File: src/rtl/sd_dat_pkg.sv
// Shared definitions for the SD data-line receive path: FSM states and CRC16 constants.
// Latency: n/a. Backpressure: n/a.
package sd_dat_pkg;

  localparam int CrcLen = 16;
  localparam logic [CrcLen-1:0] Crc16Poly = 16'h1021;  // x^16 + x^12 + x^5 + 1

  typedef enum logic [2:0] {
    RX_READY      = 3'd0,
    RX_WAIT_START = 3'd1,
    RX_DAT        = 3'd2,
    RX_CRC        = 3'd3,
    RX_END_BIT    = 3'd4,
    RX_DONE       = 3'd5
  } dat_rx_state_e;

endpackage

File: src/rtl/crc16_read.sv
// Per-lane serial CRC16 accumulator, MSB-first, over the received data bits.
// Latency: remainder updates on the edge that samples bit_i. Backpressure: none.
// Hold enable_i low to freeze the remainder while it is compared against the card's CRC.
module crc16_read
  import sd_dat_pkg::*;
(
  input  logic              clk_i,
  input  logic              rst_ni,
  input  logic              clear_i,
  input  logic              enable_i,
  input  logic              bit_i,
  output logic [CrcLen-1:0] crc_o
);

  logic fb;
  assign fb = bit_i ^ crc_o[CrcLen-1];

  always_ff @(posedge clk_i or negedge rst_ni) begin
    if (!rst_ni) begin
      crc_o <= '0;
    end else if (clear_i) begin
      crc_o <= '0;
    end else if (enable_i) begin
      crc_o <= {crc_o[CrcLen-2:0], 1'b0} ^ (fb ? Crc16Poly : '0);
    end
  end

endmodule

File: src/rtl/dat_read.sv
// SD host data-block receiver: start bit, 1/4-bit deserialise to 32-bit words, CRC16 + end-bit check.
// Latency: word strobe 1 cycle after its last sample; done_o 2 cycles after last CRC bit.
// Backpressure: none, the consumer must take every data_valid_o strobe. Optional READ_TIMEOUT_EN.
module dat_read
  import sd_dat_pkg::*;
#(
  parameter int MaxBlockBitSize = 12,
  parameter int TimeoutCycles   = 65535
) (
  input  logic                       sd_clk_i,
  input  logic                       rst_ni,
  input  logic [3:0]                 dat_i,
  input  logic                       start_i,
  input  logic [MaxBlockBitSize-1:0] block_size_i,
  input  logic                       bus_width_is_4_i,
  output logic [31:0]                data_o,
  output logic                       data_valid_o,
  output logic                       done_o,
  output logic                       crc_err_o,
  output logic                       end_bit_err_o,
  output logic                       timeout_err_o
);

  localparam int CntW = MaxBlockBitSize + 4;

  localparam logic [2:0] S_READY      = 3'(RX_READY);
  localparam logic [2:0] S_WAIT_START = 3'(RX_WAIT_START);
  localparam logic [2:0] S_DAT        = 3'(RX_DAT);
  localparam logic [2:0] S_CRC        = 3'(RX_CRC);
  localparam logic [2:0] S_END_BIT    = 3'(RX_END_BIT);
  localparam logic [2:0] S_DONE       = 3'(RX_DONE);

  logic [2:0]                 state;
  logic [CntW-1:0]            cnt;
  logic [MaxBlockBitSize-1:0] bs_q;
  logic                       bw4_q;
  logic [6:0]                 byte_sr;
  logic [31:0]                word_acc;
  logic [1:0]                 bidx;
  logic                       crc_err_q;
  logic                       end_err_q;

  logic [CntW-1:0] total;
  logic            last_sample;
  logic [7:0]      byte_nxt;
  logic            byte_done;
  logic [31:0]     word_nxt;
  logic [3:0]      lane_en;
  logic [3:0]      crc_exp;
  logic            crc_mis;
  logic            to_hit;
  logic            crc_clear;
  logic            crc_en;
  logic [CrcLen-1:0] crc_rem [4];

  assign total       = bw4_q ? {3'b000, bs_q, 1'b0} : {1'b0, bs_q, 3'b000};
  assign last_sample = (cnt == total - 1'b1);
  assign byte_nxt    = bw4_q ? {byte_sr[3:0], dat_i} : {byte_sr, dat_i[0]};
  assign byte_done   = bw4_q ? cnt[0] : (cnt[2:0] == 3'b111);
  assign lane_en     = bw4_q ? 4'hF : 4'h1;
  assign crc_clear   = (state == S_READY) && start_i;
  assign crc_en      = (state == S_DAT);

  always_comb begin
    word_nxt = word_acc;
    word_nxt[{bidx, 3'b000} +: 8] = byte_nxt;
  end

  // Remainders are frozen during CRC; the card's CRC bits are checked MSB first.
  for (genvar l = 0; l < 4; l++) begin : g_lane
    crc16_read u_crc (
      .clk_i    (sd_clk_i),
      .rst_ni   (rst_ni),
      .clear_i  (crc_clear),
      .enable_i (crc_en),
      .bit_i    (dat_i[l]),
      .crc_o    (crc_rem[l])
    );
    assign crc_exp[l] = crc_rem[l][4'd15 - cnt[3:0]];
  end

  assign crc_mis = |(lane_en & (crc_exp ^ dat_i));

`ifdef READ_TIMEOUT_EN
  localparam int ToW = $clog2(TimeoutCycles + 1);
  logic [ToW-1:0] to_cnt;
  logic           to_err_q;

  assign to_hit = (state == S_WAIT_START) && dat_i[0] &&
                  (to_cnt >= ToW'(TimeoutCycles - 1));

  always_ff @(posedge sd_clk_i or negedge rst_ni) begin
    if (!rst_ni) begin
      to_cnt        <= '0;
      to_err_q      <= 1'b0;
      timeout_err_o <= 1'b0;
    end else begin
      timeout_err_o <= 1'b0;
      if (crc_clear) begin
        to_cnt   <= '0;
        to_err_q <= 1'b0;
      end else if (to_hit) begin
        to_err_q <= 1'b1;
      end else if (state == S_WAIT_START && dat_i[0]) begin
        to_cnt <= to_cnt + 1'b1;
      end
      if (state == S_DONE) timeout_err_o <= to_err_q;
    end
  end
`else
  assign to_hit        = 1'b0;
  assign timeout_err_o = 1'b0;
`endif

  always_ff @(posedge sd_clk_i or negedge rst_ni) begin
    if (!rst_ni) begin
      state         <= S_READY;
      cnt           <= '0;
      bs_q          <= '0;
      bw4_q         <= 1'b0;
      byte_sr       <= '0;
      word_acc      <= '0;
      bidx          <= '0;
      crc_err_q     <= 1'b0;
      end_err_q     <= 1'b0;
      data_o        <= '0;
      data_valid_o  <= 1'b0;
      done_o        <= 1'b0;
      crc_err_o     <= 1'b0;
      end_bit_err_o <= 1'b0;
    end else begin
      data_valid_o  <= 1'b0;
      done_o        <= 1'b0;
      crc_err_o     <= 1'b0;
      end_bit_err_o <= 1'b0;
      case (state)
        S_READY: begin
          if (start_i) begin
            bs_q      <= block_size_i;
            bw4_q     <= bus_width_is_4_i;
            crc_err_q <= 1'b0;
            end_err_q <= 1'b0;
            state     <= S_WAIT_START;
          end
        end
        S_WAIT_START: begin
          if (!dat_i[0]) begin
            cnt      <= '0;
            bidx     <= '0;
            word_acc <= '0;
            state    <= (bs_q == '0) ? S_CRC : S_DAT;
          end else if (to_hit) begin
            state <= S_DONE;
          end
        end
        S_DAT: begin
          byte_sr <= byte_nxt[6:0];
          cnt     <= cnt + 1'b1;
          if (byte_done) begin
            bidx <= bidx + 1'b1;
            // A word leaves when full or when the block ends; unused upper bytes stay zero.
            if (bidx == 2'd3 || last_sample) begin
              data_o       <= word_nxt;
              data_valid_o <= 1'b1;
              word_acc     <= '0;
            end else begin
              word_acc <= word_nxt;
            end
          end
          if (last_sample) begin
            cnt   <= '0;
            state <= S_CRC;
          end
        end
        S_CRC: begin
          if (crc_mis) crc_err_q <= 1'b1;
          cnt <= cnt + 1'b1;
          if (cnt == CntW'(CrcLen - 1)) state <= S_END_BIT;
        end
        S_END_BIT: begin
          if (|(lane_en & ~dat_i)) end_err_q <= 1'b1;
          state <= S_DONE;
        end
        S_DONE: begin
          done_o        <= 1'b1;
          crc_err_o     <= crc_err_q;
          end_bit_err_o <= end_err_q;
          state         <= S_READY;
        end
        default: state <= S_READY;
      endcase
    end
  end

endmodule

File: config.mk
export PLATFORM = sky130hd
export DESIGN_NAME = dat_read
export DESIGN_NICKNAME = d
export VERILOG_FILES = /design/src/rtl/sd_dat_pkg.sv /design/src/rtl/crc16_read.sv /design/src/rtl/dat_read.sv
export SDC_FILE = /design/constraint.sdc
export NUM_CORES = 1
export LEC_CHECK = 0
export ABC_AREA = 1
export CAP_MARGIN = 20
export CORE_MARGIN = 4
export CORE_UTILIZATION = 59
export CTS_CLUSTER_SIZE = 12
export DETAILED_ROUTE_END_ITERATION = 7
export GPL_ROUTABILITY_DRIVEN = 0
export MAX_ROUTING_LAYER = met4
export PLACE_DENSITY = 0.84
export SLEW_MARGIN = 20
export SYNTH_ARGS = -nofsm -noshare
export SYNTH_HDL_FRONTEND = slang
export SYNTH_HIERARCHICAL = 1
export SYNTH_SLANG_ARGS = --single-unit
File: constraint.sdc
create_clock -name sd_clk_i -period 2.9 [get_ports sd_clk_i]
set_input_delay 0.435 -clock sd_clk_i [delete_from_list [all_inputs] [get_ports sd_clk_i]]
set_output_delay 0.435 -clock sd_clk_i [all_outputs]
set_load 0.05 [all_outputs]
* After elaboration in Yosys (flattened, before gate mapping)
Cells that the tools add are included.
** Storage, ports and cells
- Bits in registers :: 175
- Input port bits :: 20
- Output and inout bits :: 37
** Cells by class
- $add $sub $neg :: 5
- Order comparisons :: 1
- Equal/unequal tests :: 16
- Shifts and indexed selects :: 2
- Mux-type cells :: 52
- Bitwise operators :: 12
- Reduce and logical (&&, ||, !) cells :: 18
** Operators by type and width (number)
- $mux W16 :: 10
- $mux W32 :: 3
- $pmux W32 S2 :: 1
- $xor A16 B16 Y16 :: 4
- $mux W13 :: 4
- $pmux W16 S3 :: 1
- $bwmux W32 :: 1
- $shift A8 B7 Y32 const A :: 1
- $shiftx A8 B7 Y32 :: 1
- $add A16 B1 Y16 const B :: 1
- $bmux W1 S4 :: 4
- $eq A16 B16 Y1 :: 1
- $eq A16 B4 Y1 const B :: 1
- $sub A15 B1 Y16 const B :: 1
- $mux W1 :: 15
- $mux W15 :: 1
- $pmux W3 S5 :: 1
- $ne A2 B2 Y1 const B :: 7
- $logic_not A12 Y1 :: 1
- $mux W3 :: 4
- $reduce_and A3 Y1 :: 4
- $eq A3 B3 Y1 const B :: 3
- $and A4 B4 Y4 :: 2
- $mux W8 :: 1
- other kinds (22) :: 33

* Depth between registers and ports, before layout
- Depth in word-level cells :: 8
- Gate-level depth with buffers :: 19
- Gate-level depth less buffers :: 17

* Modules after synthesis
Netlist, hierarchy kept.
** Modules (own cells, without submodules)
- dat_read :: instances 1, cells an instance 1017, area each 6975.4 sq um, seq. area each 2777.7 sq um
- crc16_read :: instances 4, cells an instance 69, area each 719.4 sq um, seq. area each 400.4 sq um

* Least setup slack after synthesis
OpenSTA, ideal clock, no wires.
- Path kind :: reg-to-reg
- Start :: register bw4_q
- End :: register word_acc[10]
- Arrival time :: 2136 ps
- Data required time :: 2767 ps
- Slack :: 631 ps
- Stages on the path, launching flop included :: 18
- Buffers on the path :: 3
- Clock period less this slack :: 2269 ps
- Path through :: dfrtp_1 -> buf_2 -> nand2_1 -> ha_1 -> nand2_1 -> nand2_1 -> nor2_1 -> nand3_1 -> a21oi_1 -> nand2_1 -> nor2_1 -> nand2_1 -> nor2_1 -> nand4_1 -> nand2_1 -> buf_4 -> buf_4 -> o22ai_1
** On the way
- Longest elaborated chain between the ends :: 7
- Elaborated cells on any way between the ends :: 13
- Classes of those cells :: add/sub (1); eq/ne (2); shift (1); mux (7); reduce/logical (2)
** RTL lines
- from (decl) :: line dat_read.sv:36 : logic bw4_q;
- from (signal assigned) :: line dat_read.sv:140 : bw4_q <= bus_width_is_4_i;
- $mux W15 :: line dat_read.sv:56 : assign total = bw4_q ? {3'b000, bs_q, 1'b0} : {1'b0, bs_q, 3'b000};
- $sub A15 B1 Y16 :: line dat_read.sv:57 : assign last_sample = (cnt == total - 1'b1);
- $eq A16 B16 Y1 :: line dat_read.sv:57
- $logic_or A1 B1 Y1 :: line dat_read.sv:162 : if (bidx == 2'd3 || last_sample) begin
- $mux W32 :: line dat_read.sv:162
- $mux W32 :: line dat_read.sv:159 : if (byte_done) begin
- $pmux W32 S2 :: line dat_read.sv:136 : case (state)
- to (signal assigned) :: line dat_read.sv:167 : word_acc <= word_nxt;
- to (decl) :: line dat_read.sv:38 : logic [31:0] word_acc;
Several ways; a longest one is shown, not always the timed one. The select of a mux whose other input is x is not followed.
A chain may end at the register's enable or synchronous reset.

* Worst setup path in the final report
- Start :: register bw4_q
- End :: register data_o[27]
** On the way
- Longest elaborated chain between the ends :: 5
- Elaborated cells on any way between the ends :: 9
- Classes of those cells :: add/sub (1); eq/ne (1); shift (1); mux (4); reduce/logical (2)
** RTL lines
- $mux W15 :: line dat_read.sv:56
- $sub A15 B1 Y16 :: line dat_read.sv:57
- $eq A16 B16 Y1 :: line dat_read.sv:57
- $logic_or A1 B1 Y1 :: line dat_read.sv:162
- $reduce_and A3 Y1 (no line)
- to (signal assigned) :: line dat_read.sv:163 : data_o <= word_nxt;
- to (decl) :: line dat_read.sv:16 : output logic [31:0] data_o,
Several ways; a longest one is shown, not always the timed one.

==> results.py <==
metrics = {
    "critical_path": {
        "depth_of_the_worst_register_to_register_path": 16,
        "endpoint_kind": "flop",
        "crit_required_ps": 3220,
        "startpoint_of_the_most_critical_setup_path": "bw4_q",
        "cp-start-kind": "flop",
        "rr_endpoint": "data_o[27]",
        "worstSetupPathType": "flop to flop",
        "regToRegSetupSlack_ps": 240,
        "crit_path_max_fanout": 33,
        "r2r_start": "bw4_q",
        "worstPathArrival_ps": 2980,
    },
    "worst_hold_path": {
        "worst_hold_path_type": "primary input to asynchronous set/reset pin",
    },
    "yosys": {
        "synth_async_sr_flop_share": 1.00,
        "synth_seq_cells": 175,
        "synth_area_per_cell_um2": 7.62,
        "synth_cells": 1293,
        "synth_ff_type": "sky130_fd_sc_hd__dfrtp_1",
        "sequential_share_of_the_synthesized_area": 0.444,
        "post_synth_instance_area_um2": 9850,
        "yosys.area.top_type": "sky130_fd_sc_hd__dfrtp_1",
        "synth_area_leaders": "sky130_fd_sc_hd__dfrtp_1, sky130_fd_sc_hd__nand2_1, sky130_fd_sc_hd__nand3_1, sky130_fd_sc_hd__inv_1, sky130_fd_sc_hd__o22ai_2",
        "yosys_warnings": 6,
        "synth_cell_types": 35,
        "number_of_flops_mapped_to_enable_cells_by_yosys": 0,
        "postSynthNetCount": 1322,
        "synth_largest_type_area_fraction": 0.444,
    },
    "clock_network": {
        "cts_tree": "built",
        "cts.htree.levels": 4,
        "cts-root-buf": "sky130_fd_sc_hd__clkbuf_16",
        "cts_buffer_depth": 2,
        "clock_sink_count": 175,
        "cts_made_buffers": 17,
        "cts.clk_slew.worst_paths_ps": 70,
        "postCtsHoldBufs": 0,
        "clock_latency_ps": 440,
    },
    "detailed_routing": {
        "drt.antenna.violating_nets": 0,
        "routed_wirelength_um": 24600,
        "vias": 9014,
        "drc": 0,
        "first_pass_iters": 8,
        "dr.first_iter.drc_count": 1262,
        "wire_per_inst_um": 15.7,
        "avgViaCountPerCell": 5.77,
    },
    "timing": {
        "worst_clock_skew_ps": 11.9,
        "relSlewSlack": 0.584,
        "final.period_utilization": 0.916,
        "hold_viol": 11,
        "final.setup.worst_slack_ps": 244,
        "hold_slack_ps": -23.8,
        "worstMarginPinSlew_ps": 623,
        "finalCriticalPeriod_ps": 2660,
        "finalSetupViolCount": 0,
        "fmax_ghz": 0.376,
        "maxSlewViolCount": 0,
    },
    "global_routing": {
        "groute.layer.met3.usage": 0.0592,
        "busiest_layer": "met2",
        "groute.layer.met1.usage": 0.379,
        "grt_overflow_total": 0,
        "grt_max_degree": 67,
        "antenna_found_initial": 0,
        "first_global_vias": 8676,
        "total_global_routing_track_utilization": 0.282,
        "first_pass_grt_wire_length_um": 41600,
        "met2_usage_grt": 0.435,
    },
    "placed_design": {
        "dp_worst_setup_slack_ps": 266,
        "detailed_place_hpwl_um": 16300,
        "portBuffers": 55,
    },
    "final_layout": {
        "final_layout_size_suffix_gt1_frac": 0.0877,
        "final_net_count": 1361,
        "flow.area_growth_from_synthesis_pct": 14.2,
        "final_cell_mix": "sky130_fd_sc_hd__nand2_1, sky130_fd_sc_hd__inv_1, sky130_fd_sc_hd__dfrtp_1",
        "antenna_cells_inserted": 0,
        "final_common_cell": "sky130_fd_sc_hd__nand2_1",
    },
    "die": {
        "rows": 46,
        "die_h_um": 137,
        "starting_density": 0.611,
        "die_x_um": 137,
        "io_pins": 57,
        "core_area_um2": 16100,
        "die-area_um2": 18800,
    },
    "power": {
        "peakVddDrop_v": 0.000545,
        "power-per-cell-area_nw_per_um2": 645,
        "power.leakage_nw": 5.41,
        "total_power_mw": 7.26,
    },
    "outcome": {
        "outcome": "finished with violations",
        "failed_checks": "hold timing",
    },
    "job": {
        "drv.max_cap_violation_count": 0,
    },
}
[critical path, stage by stage, from the launching register on]
cell                      delay, ps
sky130_fd_sc_hd__dfrtp_1        440
sky130_fd_sc_hd__buf_4          220
sky130_fd_sc_hd__nand2_1         70
sky130_fd_sc_hd__nand3_1        250
sky130_fd_sc_hd__inv_1          220
sky130_fd_sc_hd__nand2_1         90
sky130_fd_sc_hd__nand2_1         70
sky130_fd_sc_hd__nand3_1         90
sky130_fd_sc_hd__nand2_1        100
sky130_fd_sc_hd__nand2_1         60
sky130_fd_sc_hd__nor2_1          90
sky130_fd_sc_hd__nand4_1        200
sky130_fd_sc_hd__nand2_2        150
sky130_fd_sc_hd__nand2_1         60
sky130_fd_sc_hd__buf_4          230
sky130_fd_sc_hd__nand2_1        110
sky130_fd_sc_hd__nand2_1         60
[what timing repair did]
action,in CTS,in global routing
setup endpoints to repair,0,33
gates resized for setup,0,3
setup buffers,0,0
[where the power goes]
group	switching, mW	internal (mW)	leakage (nW)
logic	0.845	0.674	2.99
registers	0.295	2.90	2.10
clock network	0.988	1.56	0.319
[sequential cells by signal, summed over array words and instances, names as in the netlist]
register / count
word_acc: 32
bs_q: 12
bw4_q: 1
end_bit_err_o: 1
data_valid_o: 1
state: 3
g_lane.u_crc/crc_o: 64
bidx: 2
crc_err_o: 1
done_o: 1
cnt: 16
data_o: 32
crc_err_q: 1
end_err_q: 1
byte_sr: 7
[cells by family (layout without fill, tap and decap cells)]
| family | after synthesis | count (layout) | share of synthesized area |
|---|---|---|---|
| AO/OA/AOI/OAI | 207 | 207 | 0.148 |
| XOR/XNOR | 22 | 22 | 0.0196 |
| adder cells (fa/ha/maj) | 9 | 9 | 0.0114 |
| buffers and inverters | 248 | 300 | 0.107 |
| flip-flops | 175 | 175 | 0.444 |
| other | 1 | 1 | 0.000381 |
| AND/OR/NAND/NOR | 631 | 631 | 0.269 |
[layer usage]
layer	wire length, µm	vias to the layer above
met5	0	-
met4	550	0
met3	1680	64
met2	11400	357
met1	10900	4289
li1	-	4304
[synth_stat cells (7+ instances only)]
master,instances
sky130_fd_sc_hd__xor2_1,20
sky130_fd_sc_hd__ha_1,9
sky130_fd_sc_hd__nand3_1,151
sky130_fd_sc_hd__dfrtp_1,175
sky130_fd_sc_hd__inv_1,177
sky130_fd_sc_hd__buf_2,10
sky130_fd_sc_hd__o21ai_0,82
sky130_fd_sc_hd__nand4_1,11
sky130_fd_sc_hd__nor4_1,8
sky130_fd_sc_hd__nor2_2,9
sky130_fd_sc_hd__o22ai_1,69
sky130_fd_sc_hd__buf_6,11
sky130_fd_sc_hd__nand2_1,362
sky130_fd_sc_hd__o22ai_2,40
sky130_fd_sc_hd__clkbuf_1,29
sky130_fd_sc_hd__buf_4,7
sky130_fd_sc_hd__nor2_1,81
[how the worst max path moves through the flow]
stage	end	depth (start not counted)	slack, ps
2_1_floorplan	word_acc[10]	17	630
3_3_place_gp	data_o[11]	14	380
3_5_place_dp	data_o[27]	15	270
4_1_cts	data_o[27]	15	240
5_1_grt	data_o[2]	16	-30
6_report	data_o[27]	16	240
[through the flow]
stage | instances | hold slack (ps) | util | instance area, µm² | setup TNS (ps)
3_5_place_dp | 1529 | 460 | 0.657 | 10600 | 0
2_1_floorplan | 1293 | 139 | - | 9850 | 0
5_1_grt | 1561 | 29.2 | 0.698 | 11300 | -70.1
4_1_cts | 1561 | 7.80 | 0.698 | 11200 | 0
3_3_place_gp | 1529 | 457 | 0.657 | 10600 | 0
6_report | 1561 | -23.8 | 0.698 | 11300 | 0
[final cells by class]
cell class,instances,area (µm²)
Clock buffer,19,443
Clock inverter,13,210
Fill cell,1280,4860
Inverter,186,701
Multi-Input combinational cell,870,4450
Sequential cell,175,4380
Tap cell,216,270
Timing Repair Buffer,82,805
Power figures use the tool's default switching activity.
